## src/rtl/fetch_redirect_ctrl_if.sv

```systemverilog
// Fetch-side bundle between hazard/branch logic, instruction memory and the
// fetch redirect controller.
interface fetch_redirect_ctrl_if #(
  parameter int PC_W = 9
);
  logic            Stall;
  logic            PcSel;
  logic [31:0]     BrPC;
  logic            ImemReady;
  logic [PC_W-1:0] PC;
  logic            ImemReq;
  logic            FetchValid;
  logic            IfIdFlush;
  logic            IdExFlush;
  logic            MisalignErr;
  logic [15:0]     RedirectCnt;

  // Pipeline / memory side: drives control and ready, observes fetch state.
  modport master (
    output Stall, PcSel, BrPC, ImemReady,
    input  PC, ImemReq, FetchValid, IfIdFlush, IdExFlush, MisalignErr, RedirectCnt
  );

  // Controller side.
  modport slave (
    input  Stall, PcSel, BrPC, ImemReady,
    output PC, ImemReq, FetchValid, IfIdFlush, IdExFlush, MisalignErr, RedirectCnt
  );
endinterface

```

## src/rtl/fetch_redirect_ctrl.sv

```systemverilog
// Fetch PC owner: applies EX-stage redirects, drives the imem handshake and
// drops a stale in-flight access by draining it before switching PC.
//
// state   | meaning
// S_RUN   | normal fetch; PC advances on ImemReady unless stalled or redirected
// S_DRAIN | redirect arrived mid-access; hold old PC until memory finishes,
//         | then load the latest pending target
module fetch_redirect_ctrl #(
  parameter int PC_W     = 9,
  parameter int RESET_PC = 0
) (
  input  logic                 clk,
  input  logic                 reset,
  fetch_redirect_ctrl_if.slave bus
);

  typedef enum logic {
    S_RUN   = 1'b0,
    S_DRAIN = 1'b1
  } state_t;

  localparam logic [PC_W-1:0] RST_PC = PC_W'(RESET_PC);

  state_t          r_state;
  logic [PC_W-1:0] r_pc;
  logic [PC_W-1:0] r_pend_pc;
  logic            r_misalign;
  logic [15:0]     r_redirect_cnt;

  state_t          w_state_nxt;
  logic [PC_W-1:0] w_pc_nxt;
  logic [PC_W-1:0] w_pend_nxt;
  logic            w_fetch_valid;
  logic [PC_W-1:0] w_tgt;
  logic            w_misalign_tgt;
  logic            w_unused_brpc_hi;

  // Only the memory-addressable, word-aligned part of the target is used.
  assign w_tgt            = {bus.BrPC[PC_W-1:2], 2'b00};
  assign w_misalign_tgt   = |bus.BrPC[1:0];
  assign w_unused_brpc_hi = ^bus.BrPC[31:PC_W];

  always_ff @(posedge clk or posedge reset) begin
    if (reset) begin
      r_state   <= S_RUN;
      r_pc      <= RST_PC;
      r_pend_pc <= RST_PC;
    end else begin
      r_state   <= w_state_nxt;
      r_pc      <= w_pc_nxt;
      r_pend_pc <= w_pend_nxt;
    end
  end

  always_comb begin
    w_state_nxt   = r_state;
    w_pc_nxt      = r_pc;
    w_pend_nxt    = r_pend_pc;
    w_fetch_valid = 1'b0;
    case (r_state)
      S_RUN: begin
        if (bus.PcSel) begin
          if (bus.ImemReady) begin
            w_pc_nxt = w_tgt;
          end else begin
            w_pend_nxt  = w_tgt;
            w_state_nxt = S_DRAIN;
          end
        end else if (!bus.Stall && bus.ImemReady) begin
          w_fetch_valid = 1'b1;
          w_pc_nxt      = r_pc + PC_W'(4);
        end
      end
      S_DRAIN: begin
        // Stall has no effect here: the old access must complete regardless.
        if (bus.PcSel) begin
          w_pend_nxt = w_tgt;
        end
        if (bus.ImemReady) begin
          w_pc_nxt    = bus.PcSel ? w_tgt : r_pend_pc;
          w_state_nxt = S_RUN;
        end
      end
      default: begin
        w_state_nxt = S_RUN;
      end
    endcase
  end

  always_ff @(posedge clk or posedge reset) begin
    if (reset) begin
      r_misalign     <= 1'b0;
      r_redirect_cnt <= 16'h0000;
    end else if (bus.PcSel) begin
      if (w_misalign_tgt) begin
        r_misalign <= 1'b1;
      end
      if (r_redirect_cnt != 16'hFFFF) begin
        r_redirect_cnt <= r_redirect_cnt + 16'h0001;
      end
    end
  end

  // Handshake and flush outputs are forced low while reset is held.
  assign bus.PC          = r_pc;
  assign bus.ImemReq     = ~reset;
  assign bus.FetchValid  = w_fetch_valid & ~reset;
  assign bus.IfIdFlush   = bus.PcSel & ~reset;
  assign bus.IdExFlush   = bus.PcSel & ~reset;
  assign bus.MisalignErr = r_misalign;
  assign bus.RedirectCnt = r_redirect_cnt;

endmodule

```

## src/flat_wrapper.sv

```systemverilog
// flat-port wrapper written by rule: the top's interface ports become plain ports
module fetch_redirect_ctrl_flat 
#(
  parameter int PC_W     = 9,
  parameter int RESET_PC = 0
)
  (clk, reset, bus_Stall, bus_PcSel, bus_BrPC, bus_ImemReady, bus_PC, bus_ImemReq, bus_FetchValid, bus_IfIdFlush, bus_IdExFlush, bus_MisalignErr, bus_RedirectCnt);
  fetch_redirect_ctrl_if #(.PC_W(PC_W)) bus_i ();
  input  logic clk;
  input  logic reset;
  input wire logic [$bits(bus_i.Stall)-1:0] bus_Stall;
  input wire logic [$bits(bus_i.PcSel)-1:0] bus_PcSel;
  input wire logic [$bits(bus_i.BrPC)-1:0] bus_BrPC;
  input wire logic [$bits(bus_i.ImemReady)-1:0] bus_ImemReady;
  output wire logic [$bits(bus_i.PC)-1:0] bus_PC;
  output wire logic [$bits(bus_i.ImemReq)-1:0] bus_ImemReq;
  output wire logic [$bits(bus_i.FetchValid)-1:0] bus_FetchValid;
  output wire logic [$bits(bus_i.IfIdFlush)-1:0] bus_IfIdFlush;
  output wire logic [$bits(bus_i.IdExFlush)-1:0] bus_IdExFlush;
  output wire logic [$bits(bus_i.MisalignErr)-1:0] bus_MisalignErr;
  output wire logic [$bits(bus_i.RedirectCnt)-1:0] bus_RedirectCnt;
  assign bus_i.Stall = bus_Stall;
  assign bus_i.PcSel = bus_PcSel;
  assign bus_i.BrPC = bus_BrPC;
  assign bus_i.ImemReady = bus_ImemReady;
  assign bus_PC = bus_i.PC;
  assign bus_ImemReq = bus_i.ImemReq;
  assign bus_FetchValid = bus_i.FetchValid;
  assign bus_IfIdFlush = bus_i.IfIdFlush;
  assign bus_IdExFlush = bus_i.IdExFlush;
  assign bus_MisalignErr = bus_i.MisalignErr;
  assign bus_RedirectCnt = bus_i.RedirectCnt;
  fetch_redirect_ctrl #(.PC_W(PC_W), .RESET_PC(RESET_PC)) u_core (.clk(clk), .reset(reset), .bus(bus_i));
endmodule
```

## config.mk

```make
export PLATFORM = sky130hd
export DESIGN_NAME = fetch_redirect_ctrl_flat
export DESIGN_NICKNAME = d
export VERILOG_FILES = /design/src/rtl/fetch_redirect_ctrl_if.sv /design/src/rtl/fetch_redirect_ctrl.sv /design/src/flat_wrapper.sv
export SDC_FILE = /design/constraint.sdc
export NUM_CORES = 1
export LEC_CHECK = 0
export ABC_AREA = 1
export BUFFER_PORTS_ARGS = -buffer_cell sky130_fd_sc_hd__buf_2
export CORE_MARGIN = 1
export CORE_UTILIZATION = 45
export CTS_BUF_LIST = sky130_fd_sc_hd__clkbuf_4 sky130_fd_sc_hd__clkbuf_8
export DETAILED_ROUTE_END_ITERATION = 8
export PLACE_DENSITY = 0.76
export SLEW_MARGIN = 15
export SYNTH_ARGS = -nofsm -noshare
export SYNTH_HDL_FRONTEND = slang
export SYNTH_SLANG_ARGS = --single-unit
```

## constraint.sdc

```tcl
create_clock -name clk -period 4.13 [get_ports clk]
set_input_delay 0.2065 -clock clk [delete_from_list [all_inputs] [get_ports clk]]
set_output_delay 0.2065 -clock clk [all_outputs]
set_load 0.02 [all_outputs]
```

Word-level counts from Yosys, hierarchy flattened
Cells that the tools add are included.
{ "op_classes": {"muxes": 15, "n_reduce_logical": 7, "n_addsub": 2, "n_eq_ne": 6, "n_bitwise": 4} }
{ "ops": {"columns": ["operator", "n"], "rows": [
  ["9-bit 2-to-1 mux", 7],
  ["9-bit case mux with 2 select lines", 2],
  ["16-bit by 1-bit adder with 16-bit output, second input constant", 1],
  ["16-bit != test, second input constant", 1],
  ["9-bit by 3-bit adder with 9-bit output, second input constant", 1],
  ["2-bit != test, second input constant", 3],
  ["2-bit AND reduction", 3],
  ["1-bit 2-to-1 mux", 5],
  ["3-bit by 2-bit != test with 1-bit output, second input constant", 1],
  ["3-bit != test, second input constant", 1],
  ["3-bit AND reduction", 1],
  ["1-bit AND", 2],
  ["1-bit inverter", 2],
  ["1-bit case mux with 2 select lines", 1],
  ["2-bit OR reduction", 1],
  ["1-bit logical AND", 1],
  ["1-bit zero test", 1]
]} }
{ "totals": {"ff_bits": 36} }

Longest topological paths before layout
Gate-level depths: netlist of the first run.
{ "logic_depth": {"depth_word": 6, "depth_mapped": 9} }

Worst setup path before layout of the first run
Ideal clock, no wire load.
{ "synth_timing": {"path_type": "flip-flop to flip-flop", "startpoint": "register u_core.r_redirect_cnt[0] (netlist: u_core.bus.RedirectCnt[0])", "endpoint": "register u_core.r_redirect_cnt[14] (netlist: u_core.bus.RedirectCnt[14])", "t_required_ns": 4.013, "arrival_ns": 1.555, "stages_incl_launch_ff": 10, "synth_period_minus_slack_ns": 1.672, "slack_ns": 2.458, "setup_time_ns": 0.117, "path_cell_list": "dfrtp_1 > ha_1 > nand3_2 > nor3_4 > nand3_2 > nand2_4 > inv_4 > buf_6 > nand2_1 > nand2_1"} }
{ "synth_between": {"elab_chain_cells": 2, "elab_cells_between_ends": 3, "cone_classes": "1 x add/sub; 1 x eq/ne; 1 x reduce/logical"} }
{ "synth_rtl": {"columns": ["element", "line", "rtl"], "rows": [
  ["from (decl)", "fetch_redirect_ctrl.sv:28", "logic [15:0] r_redirect_cnt;"],
  ["from (signal assigned)", "fetch_redirect_ctrl.sv:99", "r_redirect_cnt <= r_redirect_cnt + 16'h0001;"],
  ["parallel branches: the longest is 2 deep, another holds 16-bit by 1-bit adder with 16-bit output", null, null]
]} }
Several ways; the timed one is not identified.
A chain may end at the register's enable or synchronous reset.

Worst setup path after layout of the first run
{ "layout_timing": {"startpoint": "register u_core.r_redirect_cnt[0] (netlist: u_core.bus.RedirectCnt[0])", "endpoint": "register u_core.r_redirect_cnt[10] (netlist: u_core.bus.RedirectCnt[10])"} }
The elaborated chain is that of the path after synthesis.

==> results of run 1 <==
[cells in the mapped netlist]
cell type | number | area (µm²)
dfrtp_1 | 36 | 901
nor2_1 | 31 | 116
o21ai_2 | 1 | 8.76
o21bai_1 | 3 | 22.5
buf_6 | 2 | 22.5
a221oi_1 | 1 | 8.76
a21oi_1 | 5 | 25.0
buf_4 | 2 | 15.0
nand2_1 | 96 | 360
o21ai_1 | 1 | 5.00
nand3_1 | 16 | 80.1
nand3_2 | 2 | 20.0
buf_2 | 3 | 15.0
inv_1 | 35 | 131
nor3_2 | 1 | 10.0
a31oi_1 | 3 | 18.8
nand2_4 | 1 | 11.3
nor3_1 | 2 | 10.0
ha_1 | 2 | 25.0
nand4_1 | 2 | 12.5
nand2_2 | 1 | 6.26
inv_4 | 1 | 6.26
nor3_4 | 1 | 16.3
xor2_1 | 5 | 43.8
or2_2 | 1 | 6.26
o21ai_0 | 13 | 65.1
o221ai_1 | 6 | 52.6
xnor2_1 | 8 | 70.1
[through the flow]
step	cell area, µm²	util [%]	setup WS [ns]	hold WS, ns	total power, mW
6_report	2390	54.1	2.33	0.122	0.987
5_1_grt	2390	54.1	2.16	0.166	1.05
4_1_cts	2390	54.1	2.34	0.146	0.993
3_5_place_dp	2320	52.6	2.35	0.450	0.769
3_3_place_gp	2320	52.6	2.39	0.448	0.758
2_1_floorplan	2090	-	2.46	0.273	0.675
[power by group through the flow]
stage | combinational, mW | sequential (mW) | clock (mW)
final | 0.292 | 0.471 | 0.224
after floorplan | 0.160 | 0.515 | 0
after CTS | 0.294 | 0.470 | 0.230
after global placement | 0.283 | 0.475 | 0
after detailed placement | 0.292 | 0.476 | 0
after global routing | 0.327 | 0.482 | 0.243
[logic make-up (layout without fill, tap and decap cells)]
group                      after synthesis  in the layout  share of synthesized area, %
AOI/OAI and AO/OA                       33             33                          9.90
xor gates and xnor gates                13             13                          5.46
adders and majority gates                2              2                          1.20
buffers and inverters                   43             85                          9.12
DFF                                     36             36                          43.2
and+or+nand+nor                        154            154                          31.1
[area by class of cell]
class / instances / share of cell area, %
multi-input combinational: 202 / 41.6
clock buffer: 5 / 2.88
timing repair buffer: 44 / 9.32
tap: 52 / 2.72
inverter: 36 / 5.76
sequential: 36 / 37.7
[state kept, by name (all words and copies together) (netlist names)]
| register | count |
|---|---|
| u_core.bus.PC | 9 |
| u_core.bus.MisalignErr | 1 |
| u_core.r_pend_pc | 9 |
| u_core.bus.RedirectCnt | 16 |
| u_core.r_state | 1 |
[how the worst min path moves through the flow]
stage	to	slack [ns]	cells after the start
after floorplan	u_core.r_state	0.27	1
after global placement	u_core.r_pend_pc[7]	0.45	3
after detailed placement	u_core.r_pend_pc[7]	0.45	3
after CTS	u_core.bus.RedirectCnt[7]	0.15	3
after global routing	u_core.r_pend_pc[2]	0.17	3
final	u_core.bus.RedirectCnt[7]	0.12	3
[layer usage]
| metal | track usage [%] | up-vias |
|---|---|---|
| met1 | 29.5 | 915 |
| li1 | - | 978 |
| met2 | 32.7 | 44 |
| met3 | 3.03 | 8 |
| met5 | 0 | - |
| met4 | 8.00 | 0 |
[worst min-delay path: cells and delay by family]
kind	cells	cell delay, ns
buffers and inverters	3	0.64
==> flow_summary.yaml, run 1 <==
status:
  status: "complete, no violations"
power:
  p_leak_nw: 1.27
  power_density_nw_per_um2: 413
  combinationalPowerShare_pct: 29.5
  clkPwrFrac_pct: 22.7
  seq_power_share_pct: 47.7
  irDropWorstVdd_uv: 257
  swShare_pct: 37.1
  intPower_mw: 0.621
  power.switching_mw: 0.366
floorplan:
  die_y_um: 70.1
  die_w_um: 70.1
  ios: 67
  rows: 24
  die_area_um2: 4910
  design.core.area_um2: 4410
  start_util_pct: 47.3
route:
  routed.top_layer: "met4"
  vias: 1945
  ant_nets: 0
  routed-wl-met2_um: 2220
  wl_um: 4730
  met1_length_um: 2240
  drc: 0
  wl_per_cell_um: 12.6
  dr.pass1.iters: 4
  drtIter0Drc: 176
  vias_per_cell: 5.19
  met3WireLength_um: 193
finish:
  layout_common_cells: "nand2_1, buf_2, dfrtp_1"
  drive_gt1_share_pct: 18.0
  final_cell_count_no_fill: 375
  regArea_um2: 901
  area_growth_pct: 14.6
  fin_nets: 364
  fill_cells: 428
  antenna_cells: 0
  final_common_cell: "nand2_1"
  multiInputGateArea_um2: 995
setup_path:
  critPathMaxStageDelay_ns: 0.43
  worstPathMaxFanout: 16
  rr_worst_depth: 8
  worstPathRequired_ns: 4.30
  startpoint_type: "flip-flop"
  critical_path_arrival_ns: 1.97
  cp.depth: 8
  slowest_stage: "dfrtp_1"
  critPathLaunch: "u_core.bus.RedirectCnt[0]"
  r2r-start: "u_core.bus.RedirectCnt[0]"
  endpoint: "u_core.bus.RedirectCnt[10]"
  cp_num_buf_inv: 1
  r2r_end: "u_core.bus.RedirectCnt[10]"
  crit_chain: "ha_1 > nand3_2 > nor3_4 > nand3_2 > nand2_4 > inv_4 > nand2_1 > o21ai_0"
  r2r_slack_ns: 2.33
  cp_common_cell: "nand3_2"
  worstSetupEndpointType: "flip-flop"
  crit_type: "reg2reg"
  path_delay_family: "simple AND/OR/NAND/NOR gates"
grt:
  antenna_found_initial: 0
  grt_usage_pct: 20.9
  grt-ovfl-total: 0
  grt_pass1_wl_um: 8080
  grt_start_max_net_pins: 37
  grt_pass1_vias: 1787
yosys:
  netlist_area_um2: 2090
  synth_cell_types: 28
  syn_inst: 281
  postSynthRegisterBits: 36
  synthesis.nets: 320
  yosys_warnings: 0
  syn_avg_cell_area_um2: 7.42
  synth_seq_area_share_pct: 43.2
timing:
  rsz0062_at_grt: "false"
  relSlewSlack_pct: 69.5
  fin_skew_ns: 0.00604
  max_freq_mhz: 556
  finalSetupViolCount: 0
  min_period_ns: 1.80
  tightest_slew_ns: 0.458
  maxSlewViolCount: 0
  fin_setup_tns_ns: 0
  report.final.hold_viol_count: 0
  period_share_pct: 43.6
clock_tree:
  post_cts_resize_count: 0
  cts_htree_levels: 2
  cts_buffers: 5
  hold_buffers: 0
  clk_latency_ns: 0.29
  cts_setup_buffers: 0
  clock_path_buffers: 2
  clock_sinks: 36
  root_buffer: "clkbuf_8"
  cts_tree: "yes"
  path_clk_slew_ns: 0.07
place:
  gp_congestion: 0.912
  port_buffers: 43
  dp_cells: 370
  dp_hpwl_um: 3460
hold_path:
  hold_path_class: "in2async"
job:
  drv_cap: 0
No activity file was read; power rests on OpenSTA's default activity.
==> inputs of run 2 (changes only) <==
Clock period 4.13 ns to 1.8 ns, I/O delays scaled along.
==> run 2 against run 1 <==
  * Sequential power rose by 130%
  * Global-route usage is 0.78 points lower
  * Via count is 1.9% lower
  * Hold slack worse by 0.082 ns
  * Clock skew decreased by 0.00084 ns
  * Worst setup slack got worse by 2.1 ns
  * Cell area increased by 3.5%
  * Non-clock buffer count up 5
  * Clock power increased to 3.2 times the previous value
  * First-iteration DRC count decreased by 27%
  * Utilization up 1.9 points
==> flow_summary.yaml, run 2 (same netlist as run 1, synthesis figures left out) <==
status:
  status: "complete, no violations"
grt:
  use_met1_pct: 27.5
  grt-ovfl-total: 0
  grt_usage_pct: 20.2
  grt_pass1_vias: 1735
  grt-busiest-layer: "met2"
  grt_use_met2_pct: 31.8
  grt_pass1_wl_um: 7800
  antenna_found_initial: 0
  use_met3_pct: 5.34
  grt_start_max_net_pins: 37
place:
  dp_hpwl_um: 3390
  dp_slack_ns: 0.264
  dp_cells: 374
  port_buffers: 43
  gp_congestion: 0.855
  place_area_um2: 2350
finish:
  largest_reg_flops: 16
  final_common_cell: "nand2_1"
  drive_gt1_share_pct: 19.6
  fill_cells: 421
  area_growth_pct: 18.5
  antenna_cells: 0
  final_cell_count_no_fill: 383
  fin_nets: 369
  fin_area_um2: 2470
  layout_common_cells: "nand2_1, buf_2, dfrtp_1"
  fin_util_pct: 56.0
timing:
  max_freq_mhz: 635
  fin_skew_ns: 0.00520
  holdWs_ns: 0.0398
  relSlewSlack_pct: 69.4
  fin_setup_tns_ns: 0
  tightest_slew_ns: 0.460
  rsz0062_at_grt: "false"
  period_share_pct: 87.5
  maxSlewViolCount: 0
  report.final.hold_viol_count: 0
  finalSetupViolCount: 0
  worst_slack_ns: 0.226
  min_period_ns: 1.57
floorplan:
  rows: 24
  start_util_pct: 47.3
  die_area_um2: 4910
  die_w_um: 70.1
  ios: 67
  die_y_um: 70.1
  design.core.area_um2: 4410
power:
  irDropWorstVdd_uv: 734
  power_density_nw_per_um2: 1010
  power_mw: 2.50
  p_leak_nw: 1.32
clock_tree:
  cts_tree: "yes"
  cts_htree_levels: 2
  post_cts_resize_count: 0
  clock_path_buffers: 2
  cts_buffers: 5
  clk_latency_ns: 0.29
  clock_sinks: 36
  root_buffer: "clkbuf_8"
  path_clk_slew_ns: 0.07
route:
  drtIter0Drc: 129
  drc: 0
  vias: 1908
  dr.pass1.iters: 4
  ant_nets: 0
  wl_um: 4610
  vias_per_cell: 4.98
  wl_per_cell_um: 12.0
setup_path:
  critPathMaxStageDelay_ns: 0.48
  path_delay_family: "flip-flops"
  startpoint_type: "flip-flop"
  worstPathRequired_ns: 1.71
  worstPathMaxFanout: 9
  critical_path_arrival_ns: 1.48
  r2r_end: "u_core.bus.RedirectCnt[2]"
  crit_type: "reg2out"
  slowest_stage: "dfrtp_1"
  critPathLaunch: "u_core.r_state"
  cp_num_buf_inv: 2
  crit_chain: "nor2_1 > inv_1 > nor3_1 > buf_2"
  worstSetupEndpointType: "output pin"
  r2r_slack_ns: 0.25
  r2r-start: "u_core.bus.RedirectCnt[1]"
  rr_worst_depth: 8
hold_path:
  hold_path_class: "in2reg"
  hp-start: "bus_ImemReady"
  holdPathEnd: "u_core.r_state"
  whs_path_depth: 2
job:
  drv_cap: 0
run 2: cell types whose count changed in the layout (fill, tap and decap cells not counted):
cell / change
buf_4: +4
bufinv_16: +1
dlygate4sd3_1: +1
clkbuf_4: +1
clkinv_2: +1
run 2: report_power, final:
part | internal, mW | switching [mW]
Combinational | 0.275 | 0.441
Clock | 0.426 | 0.287
Sequential | 0.929 | 0.139
Total | 1.63 | 0.867
run 2: routing by layer:
metal	up-vias	wire (µm)
met5	-	0
met4	0	53
met3	5	214
met2	56	2100
met1	859	2240
li1	988	-
run 2: timing repair:
| item | CTS | global route |
|---|---|---|
| endpoints found under the hold margin | 36 | 0 |
| setup buffers | 0 | 0 |
| setup endpoints to repair | 0 | 0 |
| hold buffers | 1 | 0 |
run 2: worst max-delay path by stage:
stage                                            end  slack, ns  cells after the start
after floorplan           u_core.bus.RedirectCnt[14]       0.13                      9
after global placement     u_core.bus.RedirectCnt[2]       0.29                      7
after detailed placement   u_core.bus.RedirectCnt[2]       0.26                      8
after CTS                             bus_FetchValid       0.23                      4
after global routing       u_core.bus.RedirectCnt[2]       0.09                      8
final                                 bus_FetchValid       0.23                      4
run 2: layout make-up:
class	instances	area [µm²]	area share (%)
multi-input combinational	202	995	40.2
timing repair buffer	49	263	10.6
clock inverter	2	35.0	1.42
clock buffer	6	76.3	3.09
tap	52	65.1	2.63
sequential	36	901	36.4
inverter	36	138	5.57
